==> config.mk <==
export PLATFORM = sky130hd
export DESIGN_NAME = hazard_forward_ctrl
export DESIGN_NICKNAME = d
export VERILOG_FILES = /design/src/rtl/hazard_forward_ctrl.sv
export SDC_FILE = /design/constraint.sdc
export NUM_CORES = 1
export LEC_CHECK = 0
export BUFFER_PORTS_ARGS = -buffer_cell sky130_fd_sc_hd__buf_2
export CORE_ASPECT_RATIO = 1.1
export CORE_UTILIZATION = 55
export DETAILED_ROUTE_END_ITERATION = 6
export PLACE_DENSITY = 0.8
export SLEW_MARGIN = 20
export SYNTH_ARGS = -nofsm -noshare
export SYNTH_HDL_FRONTEND = slang
export SYNTH_SLANG_ARGS = --single-unit
==> constraint.sdc <==
create_clock -name clk -period 2.21 [get_ports clk]
set_input_delay 0.221 -clock clk [delete_from_list [all_inputs] [get_ports clk]]
set_output_delay 0.221 -clock clk [all_outputs]
set_load 0.03 [all_outputs]
==> src/rtl/hazard_forward_ctrl.sv <==
// Hazard and forwarding control for the EX stage of a 5-stage pipeline.
// Tracks its own EX/MEM/WB register-tag shadow so the datapath only needs
// to present decode-stage fields. Produces operand-forwarding mux selects,
// load-use stall, branch flush, and saturating debug event counters.
module hazard_forward_ctrl #(
    parameter int REG_ADDR_W = 5,
    parameter int CNT_W      = 16
) (
    input  logic                  clk,
    input  logic                  rst_n,
    input  logic                  id_valid,
    input  logic [REG_ADDR_W-1:0] id_rs1,
    input  logic [REG_ADDR_W-1:0] id_rs2,
    input  logic [REG_ADDR_W-1:0] id_rd,
    input  logic                  id_reg_write,
    input  logic                  id_mem_read,
    input  logic                  ex_branch_taken,
    input  logic                  mem_busy,
    output logic [1:0]            fwd_a_sel,
    output logic [1:0]            fwd_b_sel,
    output logic                  stall_if,
    output logic                  stall_id,
    output logic                  flush_id,
    output logic                  flush_ex,
    output logic [CNT_W-1:0]      stall_count,
    output logic [CNT_W-1:0]      flush_count
);

    localparam logic [1:0] SelRegFile = 2'b00;
    localparam logic [1:0] SelMem     = 2'b01;
    localparam logic [1:0] SelWb      = 2'b10;

    // EX shadow keeps source tags because forwarding compares against them.
    logic                  r_ex_valid;
    logic [REG_ADDR_W-1:0] r_ex_rs1;
    logic [REG_ADDR_W-1:0] r_ex_rs2;
    logic [REG_ADDR_W-1:0] r_ex_rd;
    logic                  r_ex_reg_write;
    logic                  r_ex_mem_read;

    // Past EX only the destination and its write-enable matter; source tags
    // and the load flag would never be read again, so they are not carried.
    logic                  r_mem_valid;
    logic [REG_ADDR_W-1:0] r_mem_rd;
    logic                  r_mem_reg_write;

    logic                  r_wb_valid;
    logic [REG_ADDR_W-1:0] r_wb_rd;
    logic                  r_wb_reg_write;

    logic [CNT_W-1:0]      r_stall_count;
    logic [CNT_W-1:0]      r_flush_count;

    logic                  w_load_use;
    logic                  w_bubble;
    logic                  w_mem_fwd_ok;
    logic                  w_wb_fwd_ok;

    localparam logic [CNT_W-1:0] CntOne = {{(CNT_W-1){1'b0}}, 1'b1};

    // A load in EX whose (non-x0) destination is read by the decoding instruction.
    assign w_load_use = r_ex_valid && r_ex_mem_read && (r_ex_rd != '0) && id_valid &&
                        ((id_rs1 == r_ex_rd) || (id_rs2 == r_ex_rd));

    // EX receives a bubble instead of the decode fields when stalling, flushing or idle.
    assign w_bubble = w_load_use || ex_branch_taken || !id_valid;

    // A stage can supply a forwarded value only if it really writes a non-x0 register.
    assign w_mem_fwd_ok = r_mem_valid && r_mem_reg_write && (r_mem_rd != '0);
    assign w_wb_fwd_ok  = r_wb_valid && r_wb_reg_write && (r_wb_rd != '0);

    // EX shadow stage: capture decode fields or a bubble; freeze while memory is busy.
    always_ff @(posedge clk or negedge rst_n) begin
        if (!rst_n) begin
            r_ex_valid     <= 1'b0;
            r_ex_rs1       <= '0;
            r_ex_rs2       <= '0;
            r_ex_rd        <= '0;
            r_ex_reg_write <= 1'b0;
            r_ex_mem_read  <= 1'b0;
        end else if (!mem_busy) begin
            if (w_bubble) begin
                r_ex_valid     <= 1'b0;
                r_ex_rs1       <= '0;
                r_ex_rs2       <= '0;
                r_ex_rd        <= '0;
                r_ex_reg_write <= 1'b0;
                r_ex_mem_read  <= 1'b0;
            end else begin
                r_ex_valid     <= 1'b1;
                r_ex_rs1       <= id_rs1;
                r_ex_rs2       <= id_rs2;
                r_ex_rd        <= id_rd;
                r_ex_reg_write <= id_reg_write;
                r_ex_mem_read  <= id_mem_read;
            end
        end
    end

    // MEM and WB shadow stages shift forward together; freeze while memory is busy.
    always_ff @(posedge clk or negedge rst_n) begin
        if (!rst_n) begin
            r_mem_valid     <= 1'b0;
            r_mem_rd        <= '0;
            r_mem_reg_write <= 1'b0;
            r_wb_valid      <= 1'b0;
            r_wb_rd         <= '0;
            r_wb_reg_write  <= 1'b0;
        end else if (!mem_busy) begin
            r_mem_valid     <= r_ex_valid;
            r_mem_rd        <= r_ex_rd;
            r_mem_reg_write <= r_ex_reg_write;
            r_wb_valid      <= r_mem_valid;
            r_wb_rd         <= r_mem_rd;
            r_wb_reg_write  <= r_mem_reg_write;
        end
    end

    // Operand selects: youngest producer (MEM) wins over WB; 2'b11 is never produced.
    always_comb begin
        fwd_a_sel = SelRegFile;
        fwd_b_sel = SelRegFile;
        if (w_mem_fwd_ok && (r_mem_rd == r_ex_rs1)) begin
            fwd_a_sel = SelMem;
        end else if (w_wb_fwd_ok && (r_wb_rd == r_ex_rs1)) begin
            fwd_a_sel = SelWb;
        end
        if (w_mem_fwd_ok && (r_mem_rd == r_ex_rs2)) begin
            fwd_b_sel = SelMem;
        end else if (w_wb_fwd_ok && (r_wb_rd == r_ex_rs2)) begin
            fwd_b_sel = SelWb;
        end
    end

    // Pipeline control: memory freeze beats branch flush, which beats load-use stall;
    // everything is forced low while reset is asserted.
    always_comb begin
        stall_if = 1'b0;
        stall_id = 1'b0;
        flush_id = 1'b0;
        flush_ex = 1'b0;
        if (rst_n) begin
            if (mem_busy) begin
                stall_if = 1'b1;
                stall_id = 1'b1;
            end else if (ex_branch_taken) begin
                flush_id = 1'b1;
                flush_ex = 1'b1;
            end else if (w_load_use) begin
                stall_if = 1'b1;
                stall_id = 1'b1;
                flush_ex = 1'b1;
            end
        end
    end

    // Debug counters: count stall cycles and taken-branch flushes, sticking at all-ones.
    always_ff @(posedge clk or negedge rst_n) begin
        if (!rst_n) begin
            r_stall_count <= '0;
            r_flush_count <= '0;
        end else if (!mem_busy) begin
            if (ex_branch_taken) begin
                if (r_flush_count != '1) begin
                    r_flush_count <= r_flush_count + CntOne;
                end
            end else if (w_load_use) begin
                if (r_stall_count != '1) begin
                    r_stall_count <= r_stall_count + CntOne;
                end
            end
        end
    end

    assign stall_count = r_stall_count;
    assign flush_count = r_flush_count;

endmodule

Yosys cells after proc, flatten, opt, wreduce, memory -nomap -nowiden:

Index checks and enable logic that the tools add are counted.
Widths: inputs -> output; s select.

* bitwise logic cells: 2
* add/subtract/negate cells: 2
* reduce and logical (&&, ||, !) cells: 21
* muxes and demuxes: 20
* equality and inequality tests: 8

Operators with widths (number)
* $add 16x1->16 const B: 2
* $ne 16x16->1 const B: 2
* $eq 5x5->1: 6
* $mux 5: 3
* $reduce_bool 5->1: 3
* $mux 1: 13
* $logic_and 1x1->1: 12
* $mux 2: 4
* $reduce_and 4->1: 1
* $logic_or 1x1->1: 3
* $reduce_and 3->1: 1
* $not 1->1: 2
* $logic_not 1->1: 1

* input bits: 22
* output and inout bits: 40
* bits in registers: 64
* word-level logic and storage cells: 67

Logic depth before layout (Yosys ltp):

Gate-level depths: netlist (run 1).

* depth in word-level cells: 8
* depth in mapped cells: 7
* gate-level depth less buffers: 6

Worst setup path after synthesis (run 1):

No wires, ideal clock.

* path kind: flip-flop to output port
* start point: register r_mem_rd[1]
* end point: output port fwd_a_sel[1]
* arrival: 2349 ps
* buffers on the path: 0
* stages on the path, launching flop included: 5
* setup slack: -360 ps
* cells stage by stage: dfrtp_1 or4_1 o211ai_1 nor4_1 nor4_1

* longest elaborated chain between the ends: 4
* elaborated cells on any way between the ends: 5
* those cells by class: eq/ne (1); mux (1); reduce/logical (3)

Ends and longest elaborated chain
* from (decl): RTL line 44 `logic [REG_ADDR_W-1:0] r_mem_rd;`
* from (signal assigned): RTL line 111 `r_mem_rd <= r_ex_rd;`
* $reduce_bool 5->1: RTL line 69 `assign w_mem_fwd_ok = r_mem_valid && r_mem_reg_write && (r_mem_rd != '0);`
* $logic_and 1x1->1: RTL line 69
* $logic_and 1x1->1 (*): RTL line 123 `if (w_mem_fwd_ok && (r_mem_rd == r_ex_rs1)) begin`
* $mux 2 (*): RTL line 123
* to (decl): RTL line 19 `output logic [1:0] fwd_a_sel,`

Mark *: on every way between the ends. The rest lies on a longest branch, timed or not.

Worst setup path in the final report (run 1):

* start point: register r_wb_rd[2]
* end point: output port fwd_a_sel[1]

* longest elaborated chain between the ends: 5
* elaborated cells on any way between the ends: 6
* those cells by class: eq/ne (1); mux (2); reduce/logical (3)

Ends and longest elaborated chain
* from (decl): RTL line 48 `logic [REG_ADDR_W-1:0] r_wb_rd;`
* from (signal assigned): RTL line 114 `r_wb_rd <= r_mem_rd;`
* $reduce_bool 5->1: RTL line 70 `assign w_wb_fwd_ok = r_wb_valid && r_wb_reg_write && (r_wb_rd != '0);`
* $logic_and 1x1->1: RTL line 70
* $logic_and 1x1->1 (*): RTL line 125 `end else if (w_wb_fwd_ok && (r_wb_rd == r_ex_rs1)) begin`
* $mux 2 (*): RTL line 125
* $mux 2 (*): RTL line 123

Marks and branches as above.

==> impl_metrics.json, run 1 <==
{
  "cp-start-kind": "flop",
  "finalSetupViolCount": 0,
  "status": "completed",
  "grt_antenna_before_repair": 0,
  "dieArea_sq_um": 6070,
  "hp-class": "in -> reg",
  "hpwlAfterDp_um": 4780,
  "grt_pass1_vias": 2339,
  "crit_path_end_kind": "output pin",
  "period_needed_ns": 2.18,
  "setup_ws_ns": 0.0262,
  "start_util_pct": 57.9,
  "ios": 62,
  "rsz0062_at_grt": "true",
  "max_cap_viol_count": 0,
  "die_h_um": 81.6,
  "drtIter0Drc": 180,
  "synth-seq-cells": 64,
  "dpl_cell_area_sq_um": 3610,
  "dp_slack_ns": 0.216,
  "fin_worst_skew_ns": 0.00726,
  "p_per_area_nw_per_um2": 705,
  "peakVddDrop_mv": 0.613,
  "crit_chain": "buf_6 -> xor2_1 -> or4_1 -> nor4_2 -> buf_4",
  "required_ns": 1.99,
  "drt-total-wl_um": 6690,
  "firstDrtPassIters": 4,
  "synthArstFlopShare_pct": 100,
  "clock_latency_ns": 0.33,
  "portBuffers": 61,
  "cts_max_path_buffers": 2,
  "synth_edf_count": 0,
  "num-fill-cells": 389,
  "crit_fanout": 3,
  "cts_root_buf": "clkbuf_8",
  "grt_pass1_wl_um": 10900,
  "rows": 28,
  "fin_area_sq_um": 3930,
  "htreeDepth": 3,
  "yosysWarnings": 0,
  "max_freq_mhz": 458,
  "worst_path_largest_cell_delay_ns": 0.53,
  "fp.dieW_um": 74.4,
  "clkTransAtPathRegs_ns": 0.06,
  "drc_errors": 0,
  "tightest_slew_ns": 0.700,
  "drv_slew": 0,
  "post-place-cells": 407,
  "synth_flop_cell": "dfrtp_1",
  "gp_congestion": 0.914,
  "areaGrowthSynthToFinish_pct": 24.0,
  "num_vias": 2411,
  "avgSynthCellArea_sq_um": 11.7,
  "n_antenna_cell": 0,
  "synth_nets": 295,
  "synthCells": 271,
  "wl_per_cell_um": 15.5,
  "grt_max_degree": 38,
  "overflow": 0,
  "core_area_sq_um": 5470,
  "crit_type": "reg -> out",
  "ys_types": 44,
  "final_layout_size_suffix_gt1_share_pct": 38.5,
  "final_nets": 380,
  "layout_common_cells": "62 x dfrtp_1, 56 x buf_2, 37 x xnor2_1",
  "cts_tree": "done",
  "stdcell_count": 433,
  "hold_viol": 0,
  "synth-seq-area-share_pct": 50.6,
  "leakage_nw": 1.94,
  "grt_usage_pct": 24.0,
  "fin_crit_sh_pct": 98.8,
  "syn_area_sq_um": 3170,
  "antenna_left": 0,
  "cts_sinks": 64,
  "cts-buffers-inserted": 9,
  "post_drt_via_cell_ratio": 5.57,
  "crit_slowest_cell": "or4_1",
  "slew_headroom_pct": 53.0,
  "final_common_cell": "dfrtp_1",
  "critPathArrivalTime_ns": 1.96
}
[kinds of logic (layout without fill, tap and decap cells)]
kind of cell | count (synthesis) | after routing | synth area share, %
simple gates | 89 | 89 | 15.5
flops | 64 | 64 | 50.6
xor+xnor | 56 | 56 | 15.5
compound gates | 32 | 32 | 9.60
mux | 18 | 18 | 6.40
buf+inv | 10 | 97 | 1.66
fa+ha+maj | 2 | 2 | 0.790
[per-stage QoR]
stage	power, W	setup TNS (ns)	hold slack (ns)	utilization, %
floorplan	0.00173	-0.0323	-0.0746	-
global placement	0.00190	0	0.133	66.1
detailed placement	0.00191	0	0.143	66.1
CTS	0.00278	0	0.101	70.9
global route	0.00290	-0.167	0.108	71.9
finish	0.00277	0	0.114	71.9
[synthesized netlist by cell type (all sizes together) (2+ instances only)]
cell type / count / area share [%]
inv: 2 / 0.24
a22o: 17 / 5.1
ha: 2 / 0.79
nand4b: 2 / 0.55
nor4b: 2 / 0.55
clkbuf: 2 / 0.28
nand3: 23 / 3.6
nor2b: 2 / 0.40
o211ai: 3 / 0.87
nor3b: 2 / 0.47
and3: 6 / 1.2
dfrtp: 64 / 51
nand4: 6 / 1.2
and4: 2 / 0.55
xnor2: 37 / 10
and2: 3 / 0.59
o21a: 2 / 0.71
nand2: 16 / 1.9
mux2: 18 / 6.4
nor3: 4 / 0.63
xor2: 19 / 5.3
nor2: 8 / 0.95
nor4: 6 / 1.2
a21oi: 3 / 0.59
buf: 6 / 1.1
or4: 5 / 1.3
[worst paths after layout]
check / to / cells past startpoint / slack (ns) / start
max: fwd_a_sel[1] / 5 / 0.03 / r_wb_rd[2]
min: r_ex_rd[0] / 2 / 0.11 / id_rd[0]
max reg2reg: stall_count[10] / 7 / 0.16 / r_ex_rd[1]
min reg2reg: stall_count[6] / 1 / 0.49 / stall_count[6]
max in group asynchronous: r_ex_rd[1] / 3 / 1.03 / rst_n
min in group asynchronous: stall_count[3] / 2 / 0.38 / rst_n
[critical path: cells and delay by family, from the launching register on]
family	cells	cell delay, ns
buf+inv	2	0.33
flops	1	0.38
xor+xnor	1	0.13
simple gates	2	0.80
[registers in the layout, summed over array words and instances, names as in the netlist, 5 cells and up]
| signal | cells |
|---|---|
| r_ex_rs2 | 5 |
| r_ex_rd | 5 |
| flush_count | 16 |
| r_wb_rd | 5 |
| r_mem_rd | 5 |
| r_ex_rs1 | 5 |
| stall_count | 16 |
[layout make-up]
type,count,area (sq um),share of cell area [%]
Sequential cell,64,1600,40.8
Multi-Input combinational cell,197,1570,39.9
Timing Repair Buffer,82,494,12.6
Clock buffer,12,155,3.95
Tap cell,75,93.8,2.39
Inverter,2,7.51,0.191
Clock inverter,1,5.00,0.127
[power by group]
group	switching, W	total (W)	internal, W
logic	0.000309	0.000536	0.000227
clock network	0.000397	0.000845	0.000448
registers	0.000118	0.00139	0.00127
total	0.000824	0.00277	0.00194
[repair_timing]
| item | 4_1_cts | 5_1_grt |
|---|---|---|
| setup buffers | 10 | 2 |
| hold buffers | 1 | 0 |
| cloned | 0 | 0 |
| gates resized for setup | 6 | 8 |
| pin swaps | 6 | 7 |
| endpoints found under the setup margin | 5 | 5 |
| endpoints found under the hold margin | 11 | 0 |
[per-layer routing]
layer,global-route usage (%),routed length (um),up-vias
met1,31.6,3020,1188
li1,-,-,1148
met5,0,0,-
met4,8.87,129,0
met2,38.2,3290,63
met3,6.13,261,12
(Power assumes the default switching activity.)
==> run 2: changes to the inputs <==
--- a/config.mk
+++ b/config.mk
@@ -5,8 +5,10 @@
 export SDC_FILE = /design/constraint.sdc
 export NUM_CORES = 1
 export LEC_CHECK = 0
+export ABC_CLOCK_PERIOD_IN_PS = 2210
 export BUFFER_PORTS_ARGS = -buffer_cell sky130_fd_sc_hd__buf_2
 export CORE_ASPECT_RATIO = 1.1
+export CORE_MARGIN = 4
 export CORE_UTILIZATION = 55
 export DETAILED_ROUTE_END_ITERATION = 6
 export PLACE_DENSITY = 0.8
==> impl_metrics.json, run 2 (synthesis gave the netlist of run 1 again) <==
{
  "final_layout_size_suffix_gt1_share_pct": 39.3,
  "cp-start-kind": "flop",
  "clock_latency_ns": 0.33,
  "finalSetupViolCount": 1,
  "layout_common_cells": "61 x dfrtp_1, 56 x buf_2, 37 x xnor2_1",
  "peakVddDrop_mv": 0.434,
  "cts_tree": "done",
  "critPathTopFamily": "simple AND/OR/NAND/NOR gates",
  "cts_max_path_buffers": 2,
  "overflow": 0,
  "critPathArrivalTime_ns": 2.02,
  "period_needed_ns": 2.24,
  "setup_ws_ns": -0.0279,
  "cts_root_buf": "clkbuf_8",
  "areaGrowthSynthToFinish_pct": 25.2,
  "dp_slack_ns": 0.201,
  "gp_congestion": 0.921,
  "crit_fanout": 4,
  "final_common_cell": "dfrtp_1",
  "core_area_sq_um": 5470,
  "violations": "setup timing",
  "rows": 28,
  "worst_path_largest_cell_delay_ns": 0.55,
  "internal-power_w": 0.00208,
  "num_vias": 2478,
  "tightest_slew_ns": 0.694,
  "clockPowerShare_pct": 34.1,
  "hold_viol": 0,
  "drt-total-wl_um": 7190,
  "stdcell_count": 434,
  "drc_errors": 0,
  "portBuffers": 61,
  "switching_power_w": 0.000861,
  "fin_crit_sh_pct": 101,
  "p_comb_share_pct": 18.7,
  "sw_frac_of_total_pct": 29.3,
  "firstDrtPassIters": 4,
  "p_seq_share_pct": 47.2,
  "p_per_area_nw_per_um2": 741,
  "post_drt_via_cell_ratio": 5.71,
  "n_antenna_cell": 0,
  "max_freq_mhz": 447,
  "ios": 62,
  "drtIter0Drc": 213,
  "fp.dieW_um": 80.4,
  "crit_buf_inv": 1,
  "status": "finished with violations",
  "dieArea_sq_um": 7040,
  "crit_chain": "or4_1 -> o211ai_1 -> or4_1 -> nor4_2 -> buf_4",
  "antenna_left": 0,
  "drv_slew": 0,
  "wl_per_cell_um": 16.6,
  "grt_pass1_wl_um": 11900,
  "grt_antenna_before_repair": 0,
  "cts-buffers-inserted": 9,
  "slew_headroom_pct": 53.4,
  "required_ns": 1.99,
  "crit_path_end_kind": "output pin",
  "finalPower_w": 0.00294,
  "hp-class": "in -> reg",
  "clkTransAtPathRegs_ns": 0.07,
  "start_util_pct": 57.9,
  "max_cap_viol_count": 0,
  "post-place-cells": 405,
  "htreeDepth": 3,
  "final_nets": 378,
  "cts_sinks": 64,
  "grt_pass1_vias": 2391,
  "fin_worst_skew_ns": 0.00884,
  "hpwlAfterDp_um": 5000,
  "leakage_nw": 1.94,
  "crit_slowest_cell": "or4_1",
  "grt_usage_pct": 22.3,
  "die_h_um": 87.6,
  "crit_type": "reg -> out",
  "crit_top_cell": "or4_1",
  "rsz0062_at_grt": "true",
  "grt_max_degree": 43
}
[run 2: cell count changes in the layout (fill, tap and decap cells not counted), sizes merged]
cell	change
buf	-2
bufinv	+1
clkbuf	+1
clkinv	+1
[run 2: cell type report]
class | instances | area (sq um)
Timing Repair Buffer | 80 | 483
Multi-Input combinational cell | 197 | 1580
Tap cell | 75 | 93.8
Fill cell | 413 | 1500
Clock buffer | 13 | 159
Sequential cell | 64 | 1610
Inverter | 2 | 7.51
Clock inverter | 3 | 40.0
[run 2: timing repair]
item | 4_1_cts | 5_1_grt
endpoints found under the hold margin | 10 | 0
setup buffers | 10 | 2
pin swaps | 9 | 5
setup endpoints to repair | 5 | 7
hold buffers | 1 | 0
resized for setup | 12 | 5
[run 2: power groups by stage]
stage / clock, W / sequential, W / combinational, W
floorplan: 0 / 0.00149 / 0.000234
global placement: 0 / 0.00141 / 0.000484
detailed placement: 0 / 0.00141 / 0.000500
CTS: 0.00101 / 0.00138 / 0.000538
global route: 0.00109 / 0.00140 / 0.000597
finish: 0.00100 / 0.00139 / 0.000550
[run 2: worst paths after layout]
check / end / cells after the start / slack (ns) / from
worst max-delay path: fwd_b_sel[1] / 5 / -0.03 / r_wb_rd[4]
worst min-delay path: r_ex_rd[0] / 2 / 0.10 / id_rd[0]
worst max register to register: stall_count[1] / 6 / 0.14 / stall_count[0]
worst min register to register: flush_count[15] / 1 / 0.50 / flush_count[15]
max in group asynchronous: r_ex_rd[1] / 3 / 1.04 / rst_n
min in group asynchronous: r_mem_rd[0] / 2 / 0.31 / rst_n
[run 2: through the flow]
stage | instance area, sq um | util (%) | hold WS [ns] | TNS, ns
after global routing | 3970 | 72.6 | 0.0987 | -0.231
final | 3970 | 72.6 | 0.102 | -0.0279
after floorplan | 3190 | - | -0.0746 | -0.0323
after global placement | 3600 | 65.8 | 0.134 | 0
after CTS | 3930 | 71.9 | 0.0901 | -0.0767
after detailed placement | 3600 | 65.8 | 0.137 | 0
[run 2: metal layers]
metal / routed length, um / GRT usage, % / vias to the layer above
met3: 310 / 4.42 / 12
met4: 161 / 10.8 / 0
li1: - / - / 1145
met1: 3060 / 29.5 / 1251
met2: 3650 / 35.5 / 70
met5: 0 / 0 / -
